**config.mk**
```make
export PLATFORM = sky130hd
export DESIGN_NAME = reg_dump_ctrl
export DESIGN_NICKNAME = d
export VERILOG_FILES = /design/src/rtl/reg_dump_ctrl_pkg.sv /design/src/rtl/reg_dump_ctrl.sv
export SDC_FILE = /design/constraint.sdc
export NUM_CORES = 1
export LEC_CHECK = 0
export ABC_AREA = 1
export CORE_ASPECT_RATIO = 0.7
export CORE_UTILIZATION = 53
export CTS_BUF_LIST = sky130_fd_sc_hd__clkbuf_4
export CTS_CLUSTER_DIAMETER = 150
export DETAILED_ROUTE_END_ITERATION = 7
export PLACE_DENSITY = 0.95
export SLEW_MARGIN = 20
export SYNTH_ARGS = -nofsm -noshare
export SYNTH_HDL_FRONTEND = slang
export SYNTH_SLANG_ARGS = --single-unit
export TNS_END_PERCENT = 30
```
**constraint.sdc**
```tcl
create_clock -name clk -period 2.9 [get_ports clk]
set_clock_uncertainty 0.1 [all_clocks]
set_input_delay 0.58 -clock clk [delete_from_list [all_inputs] [get_ports clk]]
set_output_delay 0.58 -clock clk [all_outputs]
set_load 0.01 [all_outputs]
```
**src/rtl/reg_dump_ctrl_pkg.sv**
```systemverilog
// Shared widths and FSM encoding for the register-dump controller.
package reg_dump_ctrl_pkg;
  localparam int BITSIZE = 64;
  localparam int REGSIZE = 32;
  localparam int SELW    = $clog2(REGSIZE);
  localparam int CNTW    = SELW + 1;

  typedef enum logic [2:0] {
    IDLE  = 3'd0,
    FETCH = 3'd1,
    SEND0 = 3'd2,
    SEND1 = 3'd3,
    FIN   = 3'd4
  } dumpState_t;
endpackage

```
**src/rtl/reg_dump_ctrl.sv**
```systemverilog
// Streams a wrapping range of register-file entries, reading two per fetch.
// Latency: first beat two cycles after start; beats stall while m_ready is low.
module reg_dump_ctrl #(
  parameter int BITSIZE = reg_dump_ctrl_pkg::BITSIZE,
  parameter int REGSIZE = reg_dump_ctrl_pkg::REGSIZE,
  localparam int SelW = $clog2(REGSIZE)
) (
  input  logic               clk,
  input  logic               rst,
  input  logic               start,
  input  logic [SelW-1:0]    first_reg,
  input  logic [SelW-1:0]    last_reg,
  input  logic               abort,
  output logic [SelW-1:0]    ReadSelect1,
  output logic [SelW-1:0]    ReadSelect2,
  input  logic [BITSIZE-1:0] ReadData1,
  input  logic [BITSIZE-1:0] ReadData2,
  output logic [BITSIZE-1:0] m_data,
  output logic [SelW-1:0]    m_index,
  output logic               m_valid,
  input  logic               m_ready,
  output logic               busy,
  output logic               done
);
  import reg_dump_ctrl_pkg::*;

  localparam int CntW = SelW + 1;

  dumpState_t state, stateNext;

  logic [SelW-1:0]    ptr;
  logic [CntW-1:0]    cnt;
  logic [BITSIZE-1:0] bufA, bufB;
  logic [SelW-1:0]    idxA, idxB;
  logic               bUsed;

  logic               takeStart, enterFetch, beat;
  logic [CntW-1:0]    cntDec, cntLoad;
  logic [SelW-1:0]    span, fetchPtr;

  always_ff @(posedge clk or negedge rst) begin
    if (!rst) state <= IDLE;
    else      state <= stateNext;
  end

  always_comb begin
    stateNext  = state;
    takeStart  = 1'b0;
    enterFetch = 1'b0;
    beat       = 1'b0;
    m_valid    = 1'b0;
    busy       = 1'b1;
    done       = 1'b0;
    cntDec     = cnt - CntW'(1);
    case (state)
      IDLE: begin
        busy = 1'b0;
        if (start && !abort) begin
          takeStart  = 1'b1;
          enterFetch = 1'b1;
          stateNext  = FETCH;
        end
      end
      FETCH: stateNext = SEND0;
      SEND0: begin
        m_valid = 1'b1;
        if (m_ready) begin
          beat = 1'b1;
          if (bUsed)               stateNext = SEND1;
          else if (cntDec != '0) begin stateNext = FETCH; enterFetch = 1'b1; end
          else                     stateNext = FIN;
        end
      end
      SEND1: begin
        m_valid = 1'b1;
        if (m_ready) begin
          beat = 1'b1;
          if (cntDec != '0) begin stateNext = FETCH; enterFetch = 1'b1; end
          else                stateNext = FIN;
        end
      end
      FIN: begin
        done      = !abort;
        stateNext = IDLE;
      end
      default: stateNext = IDLE;
    endcase
    // Cancel wins over any handshake landing in the same cycle.
    if (abort && state != IDLE) begin
      stateNext  = IDLE;
      beat       = 1'b0;
      enterFetch = 1'b0;
    end
  end

  assign span     = last_reg - first_reg;
  assign cntLoad  = {1'b0, span} + CntW'(1);
  assign fetchPtr = takeStart ? first_reg : ptr;

  assign m_data  = (state == SEND1) ? bufB : bufA;
  assign m_index = (state == SEND1) ? idxB : idxA;

  // Selects are registered on the way into FETCH so they hold between fetches.
  always_ff @(posedge clk or negedge rst) begin
    if (!rst) begin
      ptr         <= '0;
      cnt         <= '0;
      bufA        <= '0;
      bufB        <= '0;
      idxA        <= '0;
      idxB        <= '0;
      bUsed       <= 1'b0;
      ReadSelect1 <= '0;
      ReadSelect2 <= '0;
    end else begin
      if (takeStart) begin
        ptr <= first_reg;
        cnt <= cntLoad;
      end
      if (enterFetch) begin
        ReadSelect1 <= fetchPtr;
        ReadSelect2 <= fetchPtr + SelW'(1);
      end
      if (state == FETCH) begin
        bufA  <= ReadData1;
        bufB  <= ReadData2;
        idxA  <= ReadSelect1;
        idxB  <= ReadSelect2;
        bUsed <= (cnt != CntW'(1));
        ptr   <= ptr + SelW'(2);
      end
      if (beat) cnt <= cntDec;
    end
  end
endmodule

```
==> impl_results.md, run 1 <==
* CP Max Fanout at 18
* CP max-delay cell: clkdlybuf4s50_1
* Worst-Skew Late Latency at 0.52 ns
* Iteration count of the initial detailed-routing pass at 7
* Setup violators final at 0
* CTS tree: built
* Sink Count at 163
* Max frequency at 0.3467 GHz
* CP startpoint kind: register
* PwrDens at 1009 mW/mm^2
* Vias in the first global route at 6703
* Number of synthesized flops with an enable pin at 0
* Antenna violations before repair at 1
* Synth Cell Area at 0.007629 mm^2
* Die width at 145.4 um
* GPL Wtd Cong at 0.8746
* Outcome: finished, final reports clean
* Total Routing Usage GR at 27.80%
* Min Tclk post-route at 2.885 ns
* Diodes inserted at 0
* Worst Setup End Kind: output pin
* Headroom to the max-slew limit at 43.52%
* Post-route ant nets at 0
* Number of core rows at 36
* Clk pin slew, worst setup/hold paths at 0.14 ns
* Final Cycle Share at 99.47%
* Slew Viols, Final at 0
* Detail Placement HPWL at 14.02 mm
* Leak at 5.394 nW
* Worst-path cell chain: inv_1 > nand3_4 > buf_6 > o21ai_1 > clkdlybuf4s50_1
* Sequential share of the synthesized area at 53.47%
* Post-synth top area share at 53.47%
* Yosys cell types at 31
* Layout cells sized above 1 at 6.292%
* Worst-margin pin slew at 0.8472 ns
* Arr. time, crit path at 2.20 ns
* Final Non-Filler Cells at 1382
* Synth cell count leaders: nand2_1, dfrtp_1, o21ai_0
* Core area at 0.01396 mm^2
* Dominant cell type by area after synthesis: dfrtp_1
* Syn avg cell area at 7.881 um^2
* DRT iter0 DRCs at 471
* Top_reg_cell synth: dfrtp_1
* WHS Path Cells at 2
* Remaining Overflow, GRT at 0
* Die area at 0.01488 mm^2
* Mean routed wirelength per cell at 14.89 um
* Global-route wire length before repair at 32.35 mm
* Remaining DRCs at 0
* I/O pin cnt at 225
* Root Buffer: clkbuf_4
* IO buf count at 224
* Chip height at 102.4 um
* Ys async rst share at 100.0%
* Drt via density at 5.126
* VDD IR-drop max at 0.0005616 V
* Hold Path Class: reg2reg
* CTS H-tree lvls at 4
* Most numerous cell in the Yosys netlist: nand2_1
* Final core utilization at 74.59%
* Synth Warn # at 0
* Routed WL at 20.58 mm
* Net Count, Synth at 1121
* Clock Tree Buf Depth at 2
* R2R depth at 9
* Synthesis-stage register bit count at 163
* Area delta synth->final at 36.53%
* Critical path class: reg2out
* Max incr delay on CP at 0.57 ns
* DR vias at 7084
* Initial core utilization at 54.63%
* Placed insts at 1344
* Final hold viol count at 0
* Synth Instances at 968
* Critical Path RT at 2.22 ns
* Largest net degree at the start of global routing at 76
* Maxcap violations at 0
* RSZ-0062 raised after global routing: yes
* Largest cells by area after synthesis: dfrtp_1, nand2_1, o21ai_0
* Final #Nets at 1333
* CTS buffer count at 17
==> critical path: cells and delay by family (launching register included) <==
kind	cells	cell delay, ns
buf+inv	3	0.89
simple gates	1	0.18
compound gates	1	0.18
flops	1	0.43
==> routing by layer <==
layer,GRT usage (%),part of all wire [%],wire (um)
met3,7.411,8.3,1712
met2,45.38,47,9662
met4,7.206,1.1,222
met1,37.37,44,8983
met5,0,0,0
==> layout by cell type (no fill, tap or decap), types with 14 or more instances in the layout <==
master,Yosys,final
clkbuf_4,0,18
clkdlybuf4s50_1,0,159
o21ai_0,123,119
nand2_1,414,413
nand3_1,27,26
inv_1,93,93
o21ai_1,23,27
dlygate4sd2_1,0,50
nor2_1,16,16
dfrtp_1,163,160
dlymetal6s2s_1,0,14
==> power by group <==
part	switching (W)	internal (W)
logic	0.00315	0.00211
registers	0.000519	0.00337
clock network	0.000833	0.000533
==> per-stage QoR <==
stage	worst slack, ns	power, W	cell area, um^2	setup TNS (ns)	hold slack, ns
6_report	0.01546	0.01051	10420	0	0.3974
5_1_grt	-0.1123	0.01136	10420	-0.4679	0.3914
4_1_cts	-0.06528	0.01055	10370	-0.5711	0.3860
3_5_place_dp	0.1522	0.009383	10040	0	0.3657
3_3_place_gp	0.2092	0.009130	10040	0	0.3615
2_1_floorplan	0.8064	0.006945	7629	0	0.1844
==> registers in the layout, indices dropped and copies added, names as in the netlist <==
name / cells
bufA: 64
bufB: 64
cnt: 6
ReadSelect1: 5
ReadSelect2: 5
idxA: 5
idxB: 5
ptr: 5
state: 3
bUsed: 1
==> final timing paths <==
check	start	to	slack [ns]
setup / recovery	state[2]	m_data[59]	0.02
hold / removal	idxA[2]	idxA[2]	0.40
setup reg to reg	state[1]	ReadSelect2[2]	0.83
hold reg to reg	idxA[2]	idxA[2]	0.40
max in group asynchronous	rst	bufB[58]	1.61
min in group asynchronous	rst	bufA[23]	0.42
==> repair_timing <==
| item | CTS | global route |
|---|---|---|
| setup endpoints to repair | 67 | 18 |
| hold buffers | 1 | 0 |
| cloned | 1 | 0 |
| buffers inserted | 5 | 0 |
| pin swaps | 1 | 1 |
| hold endpoints to repair | 41 | 0 |
| gates resized for setup | 60 | 17 |
==> final cells by class <==
cell class / count / area [um^2]
sequential: 163 / 4083
clock buffer: 18 / 135.1
fill: 1036 / 3548
inverter: 98 / 372.9
tap: 190 / 237.7
clock inverter: 13 / 151.4
multi-input combinational: 658 / 2963
timing repair buffer: 242 / 2472
==> logic make-up (layout without fill, tap and decap cells) <==
logic type	count (synthesis)	in the layout	synth area share [%]
AO/OA/AOI/OAI	157	157	10.61
XOR/XNOR	5	5	0.5740
adder cells (fa/ha/maj)	10	10	1.739
buffers and inverters	147	371	7.889
flip-flops	163	163	53.47
AND/OR/NAND/NOR	486	486	25.72
(Power assumes the default switching activity.)
==> run 2: changes to the inputs <==
Settings changed: CORE_UTILIZATION 53 to 44, PLACE_DENSITY 0.95 to 0.89.
Clock period 2.9 ns to 2.4 ns, I/O delays scaled along.
==> run 2 against run 1 <==
- hold slack worse by 0.11 ns
- sequential power increased by 22%
- critical path depth increased by 1
- worst setup slack better by 0.032 ns
- flip-flop and latch count is the same
- sequential share of layout area shrank 0.72 points
- cell count increased by 3.5%
- register-to-register slack worse by 0.46 ns
- routed wire length up 5.8%
- non-clock buffer count rose by 16
- die area is 20% higher
==> impl_results.md, run 2 (synthesized netlist as in run 1, its figures left out) <==
* Setup violators final at 0 (unchanged)
* Hold Path Class: in2async
* Final #Nets at 1349 (+1.2%)
* Arr. time, crit path at 1.77 ns (-0.43 ns)
* Iteration count of the initial detailed-routing pass at 7 (unchanged)
* Top Registers: bufA x64, bufB x64, cnt x6
* Core area at 0.01664 mm^2 (+19%)
* Final hold slack at 0.2843 ns (-0.1131 ns)
* VDD IR-drop max at 0.0006477 V (+15%)
* Chip height at 112.2 um (+9.6%)
* R2R depth at 10 (+1)
* RSZ-0062 raised after global routing: yes
* Die area at 0.01788 mm^2 (+20%)
* Maxcap violations at 0 (unchanged)
* Routed WL at 21.77 mm (+5.8%)
* Min Tclk post-route at 2.353 ns
* Worst-Skew Late Latency at 0.55 ns (+0.03 ns)
* Post-route ant nets at 0 (unchanged)
* Die width at 159.4 um (+9.6%)
* Area delta synth->final at 38.94%
* FF-to-FF setup slack at 0.37 ns (-0.46 ns)
* DRT iter0 DRCs at 635 (+35%)
* Commonest non-fill, non-tap cell in the layout: nand2_1
* Largest net degree at the start of global routing at 79 (+3.9%)
* RR Endpoint: ReadSelect2[2]
* Worst-margin pin slew at 0.8631 ns (+0.01595 ns)
* Most frequent cells in the layout: nand2_1, dfrtp_1, clkdlybuf4s50_1
* Detail Placement HPWL at 13.99 mm (-0.26%)
* IO buf count at 224 (unchanged)
* Diodes inserted at 0 (unchanged)
* GPL Wtd Cong at 0.8728 (-0.21%)
* Mean routed wirelength per cell at 15.22 um (+2.2%)
* Drt via density at 5.037 (-1.7%)
* Slew Viols, Final at 0 (unchanged)
* Worst Setup End Kind: output pin
* Critical path class: reg2out
* CTS buffer count at 17 (unchanged)
* Worst R2R Start: state[1]
* Remaining DRCs at 0 (unchanged)
* Root Buffer: clkbuf_4
* Global-route wire length before repair at 34.57 mm (+6.8%)
* Final Cycle Share at 98.03%
* Clk pin slew, worst setup/hold paths at 0.13 ns (about the same)
* Setup tns final at 0 ns (unchanged)
* PwrDens at 1238 mW/mm^2 (+23%)
* CP startpoint kind: register
* Layout cells sized above 1 at 18.08% (+12 points)
* CTS tree: built
* Clock Tree Buf Depth at 2 (unchanged)
* DR vias at 7208 (+1.8%)
* CP Max Fanout at 17 (-1)
* Initial core utilization at 45.85% (-8.8 points)
* Antenna violations before repair at 0 (-1)
* Remaining Overflow, GRT at 0 (unchanged)
* Number of core rows at 39 (+8.3%)
* Total Routing Usage GR at 24.50% (-3.3 points)
* Sink Count at 163 (unchanged)
* Headroom to the max-slew limit at 42.46% (-1.1 points)
* Max frequency at 0.4250 GHz
* Final hold viol count at 0 (unchanged)
* I/O pin cnt at 225 (unchanged)
* Leak at 5.367 nW (-0.52%)
* Critical Path RT at 1.82 ns (-0.40 ns)
* Vias in the first global route at 7004 (+4.5%)
* Outcome: finished, final reports clean
* CTS H-tree lvls at 4 (unchanged)
run 2: changes by cell type in the layout (fill, tap and decap cells not counted), sizes merged, moves of 2 or more:
cell | previous run | this run
buf | 18 | 101
dlygate4sd2 | 50 | 2
dlymetal6s2s | 14 | 1
clkinv | 2 | 6
inv | 103 | 100
clkinvlp | 4 | 2
clkdlybuf4s50 | 159 | 151
run 2: worst max-delay path by stage:
stage / slack, ns / from / cells after the start / end
detailed placement: -0.20 / first_reg[0] / 12 / cnt[4]
finish: 0.05 / state[2] / 6 / m_data[52]
CTS: -0.24 / state[1] / 4 / busy
global placement: -0.16 / first_reg[0] / 12 / cnt[4]
global route: -0.06 / state[2] / 6 / m_data[18]
floorplan: 0.41 / last_reg[0] / 12 / cnt[4]
run 2: critical path: stages, from the launching register on:
cell	delay, ns
dfrtp_1	0.41
inv_2	0.08
nand3_4	0.09
buf_6	0.15
clkbuf_16	0.19
o21ai_2	0.15
buf_2	0.15
run 2: layer usage:
layer	up-vias	share of wire (%)	track usage, %
li1	3481	-	-
met1	3414	46	33.84
met2	289	46	40.00
met3	24	6.9	4.435
met4	0	1.3	6.603
met5	-	0	0
run 2: repair_timing:
| item | in CTS | in global routing |
|---|---|---|
| endpoints found under the setup margin | 72 | 65 |
| pin swaps | 1 | 1 |
| gates resized for setup | 381 | 62 |
| cloned | 4 | 3 |
| hold endpoints to repair | 38 | 0 |
| hold buffers | 1 | 0 |
| buffers inserted | 4 | 2 |
run 2: area by class of cell:
type	count	area, um^2
Fill cell	1367	6041
Multi-Input combinational cell	658	3202
Sequential cell	163	4079
Inverter	98	372.9
Clock buffer	17	127.6
Tap cell	225	281.5
Clock inverter	12	136.4
Timing Repair Buffer	258	2400
run 2: per-stage QoR:
step                      instance area (um^2)  total power (W)  instances  setup slack [ns]  util [%]
after detailed placement                 10180          0.01139       1388           -0.2036     61.16
after global routing                     10600          0.01415       1431          -0.06376     63.70
after floorplan                           7629         0.008392        968            0.4064         -
after CTS                                10390          0.01279       1426           -0.2384     62.46
after global placement                   10180          0.01114       1388           -0.1620     61.16
final                                    10600          0.01312       1431           0.04720     63.70
run 2: where the power goes:
| group | internal [W] | switching [W] |
|---|---|---|
| registers | 0.00407 | 0.000683 |
| logic | 0.00266 | 0.00412 |
| clock network | 0.000607 | 0.000976 |
